**config.mk**
```make
export PLATFORM = sky130hd
export DESIGN_NAME = viterbi_puncture
export DESIGN_NICKNAME = d
export VERILOG_FILES = /design/src/rtl/viterbi_puncture_pkg.sv /design/src/rtl/viterbi_punct_pattern.sv /design/src/rtl/viterbi_puncture.sv
export SDC_FILE = /design/constraint.sdc
export NUM_CORES = 1
export LEC_CHECK = 0
export BUFFER_PORTS_ARGS = -buffer_cell sky130_fd_sc_hd__buf_2
export CORE_MARGIN = 2
export CORE_UTILIZATION = 49
export CTS_CLUSTER_SIZE = 8
export DETAILED_ROUTE_END_ITERATION = 8
export PLACE_DENSITY = 0.72
export SYNTH_ARGS = -nofsm -noshare
export SYNTH_HDL_FRONTEND = slang
export SYNTH_SLANG_ARGS = --single-unit
```
**constraint.sdc**
```tcl
create_clock -name i_clk -period 2.4 [get_ports i_clk]
set_input_delay 0.24 -clock i_clk [delete_from_list [all_inputs] [get_ports i_clk]]
set_output_delay 0.24 -clock i_clk [all_outputs]
set_load 0.02 [all_outputs]
```
**src/rtl/viterbi_puncture_pkg.sv**
```systemverilog
// rtl/viterbi_puncture_pkg.sv - shared speed codes, rate-2/3 masks and state encoding
// Shared with viterbi_speed_map so both ends of the link agree on codes and patterns.
package viterbi_puncture_pkg;

  localparam int IDX_W = 3;

  typedef enum logic [1:0] {
    SPD_R12  = 2'd0,
    SPD_R23  = 2'd1,
    SPD_PROG = 2'd2
  } spd_e;

  typedef enum logic [1:0] {
    ST_IDLE  = 2'd0,
    ST_RUN   = 2'd1,
    ST_FLUSH = 2'd2
  } state_e;

  localparam logic [1:0] R23_POL0 = 2'b11;
  localparam logic [1:0] R23_POL1 = 2'b01;

  // The reserved code 3 behaves as plain rate 1/2.
  function automatic spd_e spd_decode(input logic [1:0] code);
    case (code)
      2'd1:    spd_decode = SPD_R23;
      2'd2:    spd_decode = SPD_PROG;
      default: spd_decode = SPD_R12;
    endcase
  endfunction

endpackage

```
**src/rtl/viterbi_punct_pattern.sv**
```systemverilog
// rtl/viterbi_punct_pattern.sv - combinational keep-mask and wrap lookup
// Returns {keep1, keep0} for the current pattern index and flags the last index of the period.
module viterbi_punct_pattern
  import viterbi_puncture_pkg::*;
#(
  parameter int                      p_speed_size = 3,
  parameter logic [p_speed_size-1:0] p_speed_pol0 = 3'b101,
  parameter logic [p_speed_size-1:0] p_speed_pol1 = 3'b011
) (
  input  spd_e             i_spd,
  input  logic [IDX_W-1:0] i_idx,
  output logic [1:0]       o_keep,
  output logic             o_wrap
);

  logic [7:0] w_pol0;
  logic [7:0] w_pol1;

  assign w_pol0 = 8'(p_speed_pol0);
  assign w_pol1 = 8'(p_speed_pol1);

  always_comb begin
    o_keep = 2'b11;
    o_wrap = 1'b1;
    case (i_spd)
      SPD_R23: begin
        o_keep = {R23_POL1[i_idx[0]], R23_POL0[i_idx[0]]};
        o_wrap = (i_idx == 3'd1);
      end
      SPD_PROG: begin
        o_keep = {w_pol1[i_idx], w_pol0[i_idx]};
        o_wrap = (i_idx == 3'(p_speed_size - 1));
      end
      default: begin
        o_keep = 2'b11;
        o_wrap = 1'b1;
      end
    endcase
  end

endmodule

```
**src/rtl/viterbi_puncture.sv**
```systemverilog
// rtl/viterbi_puncture.sv - transmit puncturer repacking kept encoder bits into 2-bit words
// Holds at most one leftover bit between symbols; an odd leftover is flushed at end of frame.
module viterbi_puncture
  import viterbi_puncture_pkg::*;
#(
  parameter int                      p_speed_size = 3,
  parameter logic [p_speed_size-1:0] p_speed_pol0 = 3'b101,
  parameter logic [p_speed_size-1:0] p_speed_pol1 = 3'b011
) (
  input  logic       i_clk,
  input  logic       i_reset,
  input  logic [1:0] i_data,
  input  logic       i_valid,
  input  logic       i_last,
  input  logic [1:0] i_speed,
  output logic [1:0] o_data,
  output logic [1:0] o_valid,
  output logic       o_busy
);

  state_e           r_state;
  state_e           w_state_nxt;
  spd_e             r_spd;
  spd_e             w_spd_cur;
  logic [IDX_W-1:0] r_idx;
  logic [IDX_W-1:0] w_idx_cur;
  logic             r_acc;
  logic             r_cnt;
  logic [1:0]       r_data;
  logic [1:0]       r_valid;
  logic             w_proc;
  logic             w_flush;
  logic [1:0]       w_keep;
  logic             w_wrap;
  logic [2:0]       w_bits;
  logic [1:0]       w_n;
  logic             w_full;

  // The first symbol of a frame uses the live rate and index 0; later ones use the latched rate.
  assign w_spd_cur = (r_state == ST_IDLE) ? spd_decode(i_speed) : r_spd;
  assign w_idx_cur = (r_state == ST_IDLE) ? '0 : r_idx;

  viterbi_punct_pattern #(
    .p_speed_size(p_speed_size),
    .p_speed_pol0(p_speed_pol0),
    .p_speed_pol1(p_speed_pol1)
  ) u_pattern (
    .i_spd (w_spd_cur),
    .i_idx (w_idx_cur),
    .o_keep(w_keep),
    .o_wrap(w_wrap)
  );

  always_comb begin
    w_state_nxt = r_state;
    w_proc      = 1'b0;
    w_flush     = 1'b0;
    case (r_state)
      ST_IDLE, ST_RUN: begin
        if (i_valid) begin
          w_proc      = 1'b1;
          w_state_nxt = i_last ? ST_FLUSH : ST_RUN;
        end
      end
      ST_FLUSH: begin
        w_flush     = 1'b1;
        w_state_nxt = ST_IDLE;
      end
      default: w_state_nxt = ST_IDLE;
    endcase
  end

  // Stream-order append: w_bits[0] is the oldest bit.
  always_comb begin
    w_bits = {2'b00, r_acc & r_cnt};
    w_n    = {1'b0, r_cnt};
    if (w_keep[0]) begin
      w_bits[w_n] = i_data[0];
      w_n         = w_n + 2'd1;
    end
    if (w_keep[1]) begin
      w_bits[w_n] = i_data[1];
      w_n         = w_n + 2'd1;
    end
    w_full = (w_n >= 2'd2);
  end

  always_ff @(posedge i_clk or negedge i_reset) begin
    if (!i_reset) begin
      r_state <= ST_IDLE;
      r_spd   <= SPD_R12;
      r_idx   <= '0;
      r_acc   <= 1'b0;
      r_cnt   <= 1'b0;
      r_data  <= 2'b00;
      r_valid <= 2'b00;
    end else begin
      r_state <= w_state_nxt;
      if (w_proc) begin
        r_spd   <= w_spd_cur;
        r_idx   <= w_wrap ? '0 : w_idx_cur + 3'd1;
        r_data  <= w_full ? w_bits[1:0] : 2'b00;
        r_valid <= w_full ? 2'b11 : 2'b00;
        r_acc   <= w_full ? w_bits[2] : w_bits[0];
        r_cnt   <= w_full ? (w_n == 2'd3) : (w_n == 2'd1);
      end else if (w_flush) begin
        r_data  <= {1'b0, r_acc & r_cnt};
        r_valid <= r_cnt ? 2'b01 : 2'b00;
        r_idx   <= '0;
        r_acc   <= 1'b0;
        r_cnt   <= 1'b0;
      end else begin
        r_data  <= 2'b00;
        r_valid <= 2'b00;
      end
    end
  end

  assign o_data  = r_data;
  assign o_valid = r_valid;
  assign o_busy  = (r_state != ST_IDLE) | (|r_valid);

endmodule

```
==> reports/qor.yml <==
clock_tree:
  cts-buffers-inserted: 3
  clock_latency_ns: 0.28
  cts_sinks: 13
  clk_pin_slew_ns: 0.08
  h-tree-depth: 1
  clock_path_buffers: 2
  cts_tree: "yes"
  cts_root_buffer: "clkbuf_4"
floorplanning:
  dieArea_um2: 2066
  die_w_um: 45.46
  fp.dieH_um: 45.46
  row_count: 14
  start_util: 0.5401
  ioPinCount: 13
  core-area_um2: 1559
route:
  routedLengthMet1_um: 872
  wire_per_inst_um: 15.82
  via_count: 785
  drtAntennaViolNets: 0
  avgViaCountPerCell: 6.280
  wl_met2_um: 970
  routed_wl_um: 1978
  met3_length_um: 85
  first_iter_violations: 10
  topRoutingLayerUsed: "met4"
  dr.pass1.iters: 4
  drc: 0
cells_and_area:
  nets: 123
  antennaDiodeCount: 0
  fin_cells: 125
  area_growth_pct: 30.76
  nFillCells: 111
  drive_gt1_frac: 0.3853
  design_area_um2: 1101
  layout_common_cells: "dfrtp_1 (13), buf_2 (12), inv_1 (8)"
  final_common_cell: "dfrtp_1"
synthesis:
  synth_area_um2: 842.1
  syn_nets: 104
  yosys_warnings: 0
  synth_top_area_share: 0.3863
  synth_area_leaders: "dfrtp_1 (39%), ha_1 (7.4%), inv_1 (4.9%), o21ai_0 (4.2%), a221oi_4 (3.1%)"
  yosysUniqueCellTypes: 40
  synth_top_flop_cell: "dfrtp_1"
  seq_area_frac_synth: 0.3863
  yosys_register_bits: 13
  synth_enable_flop_cells: 0
  avgSynthCellArea_um2: 9.253
  synthCells: 91
  synthArstFlopShare: 1.000
  synth_top_cell_by_area: "dfrtp_1"
job:
  max-cap-violations: 0
placed_design:
  gp_congestion: 0.8026
  dp_slack_ns: 0.04348
  dp.cells: 119
  dpl.hpwl_um: 1255
  place.port_buffers: 12
  post_dp_cell_area_um2: 959.7
timing:
  finalCriticalPeriod_ns: 2.401
  layout_setup_ws_ns: -0.001229
  max_freq_mhz: 416.5
  setup_viol: 1
  fin_worst_skew_ns: 0.006611
  fin_crit_sh: 1.001
  hold_violations: 0
  max-slew-margin-rel: 0.6530
  worst_slew_pin_slew_ns: 0.5206
  drv_slew: 0
  rsz0062_at_grt: "yes"
  timing.setup.tns_ns: -0.001229
hold_path:
  hold_path_class: "primary input to flip-flop"
  holdPathEnd: "r_state[0]$_DFFE_PN0P_"
  worstHoldStart: "i_last"
  hold_depth: 2
setup_path:
  reg2reg_to: "r_acc$_DFFE_PN0P_"
  ff2ff_path_depth: 10
  critPathMaxStageDelay_ns: 0.39
  crit_start: "r_state[1]$_DFFE_PN0P_"
  crit_path_start_kind: "flip-flop"
  crit_fanout: 6
  cpLargestDelayFamily: "compound AO/OA/AOI/OAI gates"
  crit_top_cell: "ha_4"
  worst_path_max_delay_cell: "dfrtp_1"
  timing.rr.start: "r_state[1]$_DFFE_PN0P_"
  path_cells: "or2_4, nor3b_4, a21oi_4, inv_2, ha_4, a211o_4, ha_4, o21ai_2, nor3_1, a221o_2"
  cp-end-kind: "flip-flop"
  reg2reg_slack_ns: -0.001
  path_buf_inv: 1
  cp_data_required_time_ns: 2.57
  arrival_ns: 2.57
  path_class: "flip-flop to flip-flop"
grt:
  track_usage: 0.2046
  grt_max_degree: 14
  grt_antenna_before_repair: 0
  gr-total-overflow: 0
  grt_pass1_wl_um: 2980
  grt_pass1_vias: 679
status:
  status: "finished with violations"
  violations: "negative setup slack"
pwr:
  leakagePower_nw: 0.4738
  powerDensity_nw_per_um2: 824.8
  vdd_drop_max_mv: 0.6548
  power_mw: 0.9081
-- cell type report --
| cell class | instances | area, µm² | area share |
|---|---|---|---|
| clock buffer | 4 | 26.28 | 0.02386 |
| timing repair buffer | 17 | 100.1 | 0.09091 |
| tap | 16 | 20.02 | 0.01818 |
| multi-input combinational | 64 | 585.6 | 0.5318 |
| sequential | 13 | 325.3 | 0.2955 |
| inverter | 11 | 43.79 | 0.03977 |
-- synthesized netlist by cell type, drive strengths merged, types with 2 or more instances --
cell      n
a211oi    2
a21oi     3
and2      2
buf       3
dfrtp    13
ha        5
inv      11
nand2     4
nand3     2
nand3b    2
nor2      7
nor3      2
nor3b     2
o2111ai   2
o21ai     9
o22ai     3
or2       2
-- per-layer routing --
layer / track usage / vias to the layer above
met5: 0 / -
met4: 0.1294 / 0
met1: 0.2650 / 380
met3: 0.03571 / 7
li1: - / 368
met2: 0.3127 / 30
-- worst reg2reg max path, delay by kind of cell, from the launching register on --
kind,cells,cell delay [ns]
adders and majority gates,2,0.40
DFF,1,0.39
and+or+nand+nor,3,0.61
AOI/OAI and AO/OA,4,0.82
buffers and inverters,1,0.07
-- registers in the layout, summed over array words and instances (netlist names) --
| name | cells |
|---|---|
| r_state | 2 |
| o_valid | 2 |
| r_cnt | 1 |
| r_acc | 1 |
| r_idx | 3 |
| r_spd | 2 |
| o_data | 2 |
-- worst max-delay path by stage --
stage | end | depth (start not counted)
finish | r_acc$_DFFE_PN0P_ | 10
global placement | r_acc$_DFFE_PN0P_ | 10
global route | r_acc$_DFFE_PN0P_ | 10
detailed placement | o_data[1]$_DFF_PN0_ | 11
CTS | o_valid[0]$_DFF_PN0_ | 11
floorplan | r_acc$_DFFE_PN0P_ | 11
-- repair_timing --
action                     in CTS  in global routing
pin swaps                       0                  7
resized for setup               1                 15
hold buffers                    1                  0
buffers inserted                0                  1
setup endpoints to repair       2                  6
hold endpoints to repair       13                  0
-- power by group --
part	internal, mW	switching (mW)
registers	0.262	0.0493
logic	0.208	0.248
clock network	0.0646	0.0761
total	0.535	0.373
-- cells by family after synthesis --
| kind of cell | count (synthesis) | synth area share |
|---|---|---|
| buffers and inverters | 14 | 0.07280 |
| adders and majority gates | 5 | 0.07429 |
| AOI/OAI and AO/OA | 28 | 0.2541 |
| xor gates and xnor gates | 1 | 0.01040 |
| DFF | 13 | 0.3863 |
| muxes | 1 | 0.01189 |
| and+or+nand+nor | 29 | 0.1902 |
-- through the flow --
step	utilization	hold WS [ns]
3_3_place_gp	0.6156	0.1438
6_report	0.7063	0.1472
2_1_floorplan	-	-0.05559
3_5_place_dp	0.6156	0.1534
5_1_grt	0.7063	0.1405
4_1_cts	0.6413	0.1411
(Power assumes the default switching activity.)
